**src/rtl/uart_cmd_decoder.sv**
```systemverilog
// Byte-packet decoder from UART rx/tx to the TPU memory/control port. mem_we one cycle after the
// last write byte, response tx_valid two cycles after; tx_valid holds until tx_ready, busy-time rx bytes are dropped.
module uart_cmd_decoder #(
    parameter int unsigned TIMEOUT_CYCLES = 1_000_000,
    parameter logic [7:0]  ACK_BYTE       = 8'h06,
    parameter logic [7:0]  NAK_BYTE       = 8'h15
) (
    input  logic       clk,
    input  logic       rst_n,
    input  logic [7:0] rx_data,
    input  logic       rx_valid,
    output logic [7:0] tx_data,
    output logic       tx_valid,
    input  logic       tx_ready,
    output logic [7:0] mem_addr,
    output logic [7:0] mem_wdata,
    output logic       mem_we,
    input  logic [7:0] mem_rdata,
    output logic       tpu_start,
    input  logic       tpu_busy,
    input  logic       tpu_done,
    output logic       timeout_err,
    output logic       overrun_err
);

    localparam int unsigned   TW   = $clog2(TIMEOUT_CYCLES + 1);
    localparam logic [TW-1:0] TMAX = TW'(TIMEOUT_CYCLES - 1);

    typedef enum logic [2:0] {
        IDLE, GET_ADDR, GET_LEN, WR_DATA, RD_FETCH, RD_SEND, RESP
    } state_t;

    state_t        state;
    logic          is_write;
    logic [8:0]    count;
    logic [TW-1:0] timer;
    logic          timed;
    logic          busy_tx;

    // Inter-byte timeout only guards states that are waiting on the host.
    assign timed   = (state == GET_ADDR) || (state == GET_LEN) || (state == WR_DATA);
    assign busy_tx = (state == RD_FETCH) || (state == RD_SEND) || (state == RESP);

    always_ff @(posedge clk or negedge rst_n) begin
        if (!rst_n) begin
            state       <= IDLE;
            is_write    <= 1'b0;
            count       <= '0;
            timer       <= '0;
            tx_data     <= '0;
            tx_valid    <= 1'b0;
            mem_addr    <= '0;
            mem_wdata   <= '0;
            mem_we      <= 1'b0;
            tpu_start   <= 1'b0;
            timeout_err <= 1'b0;
            overrun_err <= 1'b0;
        end else begin
            mem_we      <= 1'b0;
            tpu_start   <= 1'b0;
            timeout_err <= 1'b0;
            overrun_err <= 1'b0;

            // Address advances the cycle after each strobe, wherever the FSM has moved to.
            if (mem_we)
                mem_addr <= mem_addr + 8'd1;

            case (state)
                IDLE: begin
                    if (rx_valid) begin
                        timer <= '0;
                        case (rx_data)
                            8'h57: begin
                                is_write <= 1'b1;
                                state    <= GET_ADDR;
                            end
                            8'h52: begin
                                is_write <= 1'b0;
                                state    <= GET_ADDR;
                            end
                            8'h53: begin
                                if (!tpu_busy) begin
                                    tpu_start <= 1'b1;
                                    tx_data   <= ACK_BYTE;
                                end else begin
                                    tx_data   <= NAK_BYTE;
                                end
                                state <= RESP;
                            end
                            8'h3F: begin
                                tx_data <= {6'b0, tpu_done, tpu_busy};
                                state   <= RESP;
                            end
                            default: begin
                                tx_data <= NAK_BYTE;
                                state   <= RESP;
                            end
                        endcase
                    end
                end
                GET_ADDR: begin
                    if (rx_valid) begin
                        mem_addr <= rx_data;
                        state    <= GET_LEN;
                    end
                end
                GET_LEN: begin
                    if (rx_valid) begin
                        count <= (rx_data == 8'd0) ? 9'd256 : {1'b0, rx_data};
                        state <= is_write ? WR_DATA : RD_FETCH;
                    end
                end
                WR_DATA: begin
                    if (rx_valid) begin
                        mem_wdata <= rx_data;
                        mem_we    <= 1'b1;
                        count     <= count - 9'd1;
                        if (count == 9'd1) begin
                            tx_data <= ACK_BYTE;
                            state   <= RESP;
                        end
                    end
                end
                RD_FETCH: begin
                    tx_data  <= mem_rdata;
                    tx_valid <= 1'b1;
                    state    <= RD_SEND;
                end
                RD_SEND: begin
                    if (tx_ready) begin
                        tx_valid <= 1'b0;
                        mem_addr <= mem_addr + 8'd1;
                        count    <= count - 9'd1;
                        state    <= (count == 9'd1) ? IDLE : RD_FETCH;
                    end
                end
                RESP: begin
                    if (!tx_valid) begin
                        tx_valid <= 1'b1;
                    end else if (tx_ready) begin
                        tx_valid <= 1'b0;
                        state    <= IDLE;
                    end
                end
                default: state <= IDLE;
            endcase

            // A byte arriving on the expiry cycle still counts as activity.
            if (timed) begin
                if (rx_valid) begin
                    timer <= '0;
                end else if (timer == TMAX) begin
                    timer       <= '0;
                    timeout_err <= 1'b1;
                    state       <= IDLE;
                end else begin
                    timer <= timer + TW'(1);
                end
            end

            if (rx_valid && busy_tx)
                overrun_err <= 1'b1;
        end
    end

endmodule

```
**config.mk**
```make
export PLATFORM = sky130hd
export DESIGN_NAME = uart_cmd_decoder
export DESIGN_NICKNAME = d
export VERILOG_FILES = /design/src/rtl/uart_cmd_decoder.sv
export SDC_FILE = /design/constraint.sdc
export NUM_CORES = 1
export LEC_CHECK = 0
export CAP_MARGIN = 20
export CORE_MARGIN = 2
export CORE_UTILIZATION = 55
export DETAILED_ROUTE_END_ITERATION = 8
export PLACE_DENSITY = 0.91
export RECOVER_POWER = 25
export SYNTH_ARGS = -nofsm -noshare
export SYNTH_HDL_FRONTEND = slang
export SYNTH_SLANG_ARGS = --single-unit
```
**constraint.sdc**
```tcl
create_clock -name clk -period 3.9 [get_ports clk]
set_input_delay 0.585 -clock clk [delete_from_list [all_inputs] [get_ports clk]]
set_output_delay 0.585 -clock clk [all_outputs]
set_load 0.005 [all_outputs]
```
==> results.yml <==
outcome:
  status: "finished with violations"
  failing_checks: "max-capacitance violations, max-slew violations"
die:
  die-width_microns: 83.60
  pin_count: 51
  fp.coreArea_sq_um: 6026
  initial_core_utilization: 0.5783
  dieArea_sq_um: 6988
  rows: 28
  chipHeight_microns: 83.60
clock_tree:
  clk_root_buffer_cell: "sky130_fd_sc_hd__clkbuf_8"
  tritoncts: "built"
  clock_sinks: 62
  clk_transition_reported_paths_ns: 0.07
  postCtsHoldBufs: 0
  numCtsBuffers: 9
  post-cts-setup-buffers: 0
  postCtsResizedCells: 0
  worst_skew_pair.late_latency_ns: 0.35
  ctsHtreeMaxLevel: 3
  max-clock-path-buffers: 2
route:
  drc: 0
  drt-total-wl_microns: 8511
  drtAntennaViolNets: 0
  first_pass_iters: 5
  average_wire_per_standard_cell_microns: 16.75
  via_count: 3187
  viasPerCell: 6.274
  detail_route.iter0.violations: 347
synth:
  postSynth.asyncResetShare: 1.000
  syn_area_sq_um: 3485
  yosys_most_used_dff: "sky130_fd_sc_hd__dfrtp_1"
  syn-num-nets: 412
  postSynthRegisterBits: 62
  ys.warnings.count: 0
  post_synth_most_frequent_cells: "sky130_fd_sc_hd__dfrtp_1 (62), sky130_fd_sc_hd__nand2_1 (44), sky130_fd_sc_hd__nor2_1 (34)"
  synthesis.instances: 386
  synth_area_leader_cell: "sky130_fd_sc_hd__dfrtp_1"
  synthDistinctLibCells: 61
  syn_area_per_cell_sq_um: 9.027
  netlist_top_cells_area: "sky130_fd_sc_hd__dfrtp_1 (45%), sky130_fd_sc_hd__nand2_1 (4.7%), sky130_fd_sc_hd__o21ai_0 (4.5%)"
  synth_enable_flop_cells: 0
  yosys.cell_count.top_type: "sky130_fd_sc_hd__dfrtp_1"
  synth-seq-area-share: 0.4452
  synth_top_area_frac: 0.4452
sta:
  max_clock_freq_mhz: 392.7
  setup_tns_ns: 0
  hold_viol: 0
  finalSetupViolations: 0
  post-route-worst-setup-slack_ns: 1.353
  timing.max_slew.rel_slack: -0.3346
  fin_crit_sh: 0.6530
  final.hold.worst_slack_ns: 0.4906
  post-route-min-period_ns: 2.547
  worstMarginPinSlew_ns: 2.002
  finClkSkew_ns: 0.01233
  finalMaxSlewViolations: 38
  grt_setup_unrepaired: "false"
critical_path:
  timing.critical_path.to: "tx_data[1]"
  critical_path_class: "input port to flop"
  crit_required_ns: 4.15
  rrSetupSlack_ns: 1.54
  critical_path.startpoint_type: "input port"
  crit_start: "rx_valid"
  worstSetupEndpointType: "flop"
  cp.arrival_ns: 2.79
  reg2reg_start: "state[2]"
  timing.rr.end: "tx_data[1]"
  worst-r2r-cell-count: 4
  path_max_fanout: 11
placed_design:
  routabilityCongestion: 0.8557
  preCtsSetupSlack_ns: 1.005
  buffer_ports.inserted: 50
  placed_cells_incl_taps: 495
  postPlaceCellArea_sq_um: 4006
  hpwlAfterDp_microns: 6005
grt:
  grt_remaining_overflow: 0
  first_global_vias: 2993
  global_route_wire_length_before_repair_microns: 14150
  antenna_found_initial: 0
  grt_usage: 0.2512
  grt_max_degree: 38
hold_path:
  holdPathStages: 2
  min-delay-path-class: "flop to flop"
power_and_ir_drop:
  vdd_drop_max_uv: 462.8
  power.static_leakage_nw: 1.738
  power.density_nw_per_um2: 664.0
job:
  cap_violations: 1
cells_and_area:
  syn_to_final_growth_pct: 19.57
  finish.instance_area_sq_um: 4167
  count_of_antenna_diodes_in_the_layout: 0
  final_cells: 508
  finish.net_count: 457
  share_of_layout_cells_above_drive_strength_1: 0.09007
## cells by family (layout without fill, tap and decap cells)
group,count (synthesis),count (layout),synth area share
xor+xnor,14,14,0.03519
simple gates,157,157,0.2355
buf+inv,35,82,0.04309
mux,9,9,0.02837
flops,62,62,0.4452
fa+ha+maj,4,4,0.01436
compound gates,105,105,0.1982
## worst max-delay path: stages
cell and delay (ns):
sky130_fd_sc_hd__clkdlybuf4s50_1 0.64, sky130_fd_sc_hd__nor2b_1 0.58, sky130_fd_sc_hd__o311ai_1 0.30, sky130_fd_sc_hd__a22o_1 0.40, sky130_fd_sc_hd__a221oi_1 0.29
## metal layers
| metal | GRT usage | part of all wire |
|---|---|---|
| met5 | 0 | 0 |
| met4 | 0.1349 | 0.032 |
| met3 | 0.04451 | 0.070 |
| met2 | 0.3804 | 0.48 |
| met1 | 0.3436 | 0.42 |
## layout by cell type (no fill, tap or decap), drive strengths merged, types with 4 or more instances in the layout
cell / instances
a21oi: 25
a22o: 7
nand4: 10
a21o: 5
o22ai: 4
mux2: 7
inv: 16
a211oi: 4
clkdlybuf4s50: 49
ha: 4
xnor2: 4
and3: 7
clkbuf: 12
nor4: 6
nand3: 17
nor2: 35
nor2b: 6
nand2: 44
a22oi: 4
o31ai: 4
or3: 5
dfrtp: 62
or4: 4
xor2: 10
o21ai: 32
nor3: 9
## how the worst min path moves through the flow
stage / startpoint / to / slack [ns]
3_3_place_gp: tx_data[0] / tx_data[0] / 0.47
4_1_cts: rst_n / mem_addr[1] / 0.37
3_5_place_dp: tx_data[0] / tx_data[0] / 0.48
6_report: tx_data[0] / tx_data[0] / 0.49
5_1_grt: tx_data[0] / tx_data[0] / 0.52
2_1_floorplan: rst_n / count[0] / 0.29
## state kept, by name, indices dropped and copies added (netlist names)
register     cells
tpu_start        1
mem_addr         8
overrun_err      1
timeout_err      1
tx_data          8
is_write         1
tx_valid         1
mem_we           1
mem_wdata        8
count            9
timer           20
state            3
## through the flow
step                power (mW)    util
global route             2.958  0.6914
floorplan                1.796       -
detailed placement       2.267  0.6649
CTS                      2.766  0.6917
global placement         2.210  0.6649
finish                   2.767  0.6914
## final cells by class
type | count | area (sq um)
Timing Repair Buffer | 53 | 516.7
Sequential cell | 62 | 1551
Clock inverter | 2 | 10.01
Fill cell | 477 | 1859
Inverter | 16 | 60.06
Multi-Input combinational cell | 289 | 1783
Tap cell | 75 | 93.84
Clock buffer | 11 | 151.4
## power breakdown
group	total, mW	internal [mW]	switching [mW]	leakage [nW]
combinational	1.17	0.582	0.586	0.866
sequential	1.11	0.849	0.261	0.785
clock	0.489	0.252	0.236	0.0869
total	2.77	1.68	1.08	1.74
(Power assumes the default switching activity.)
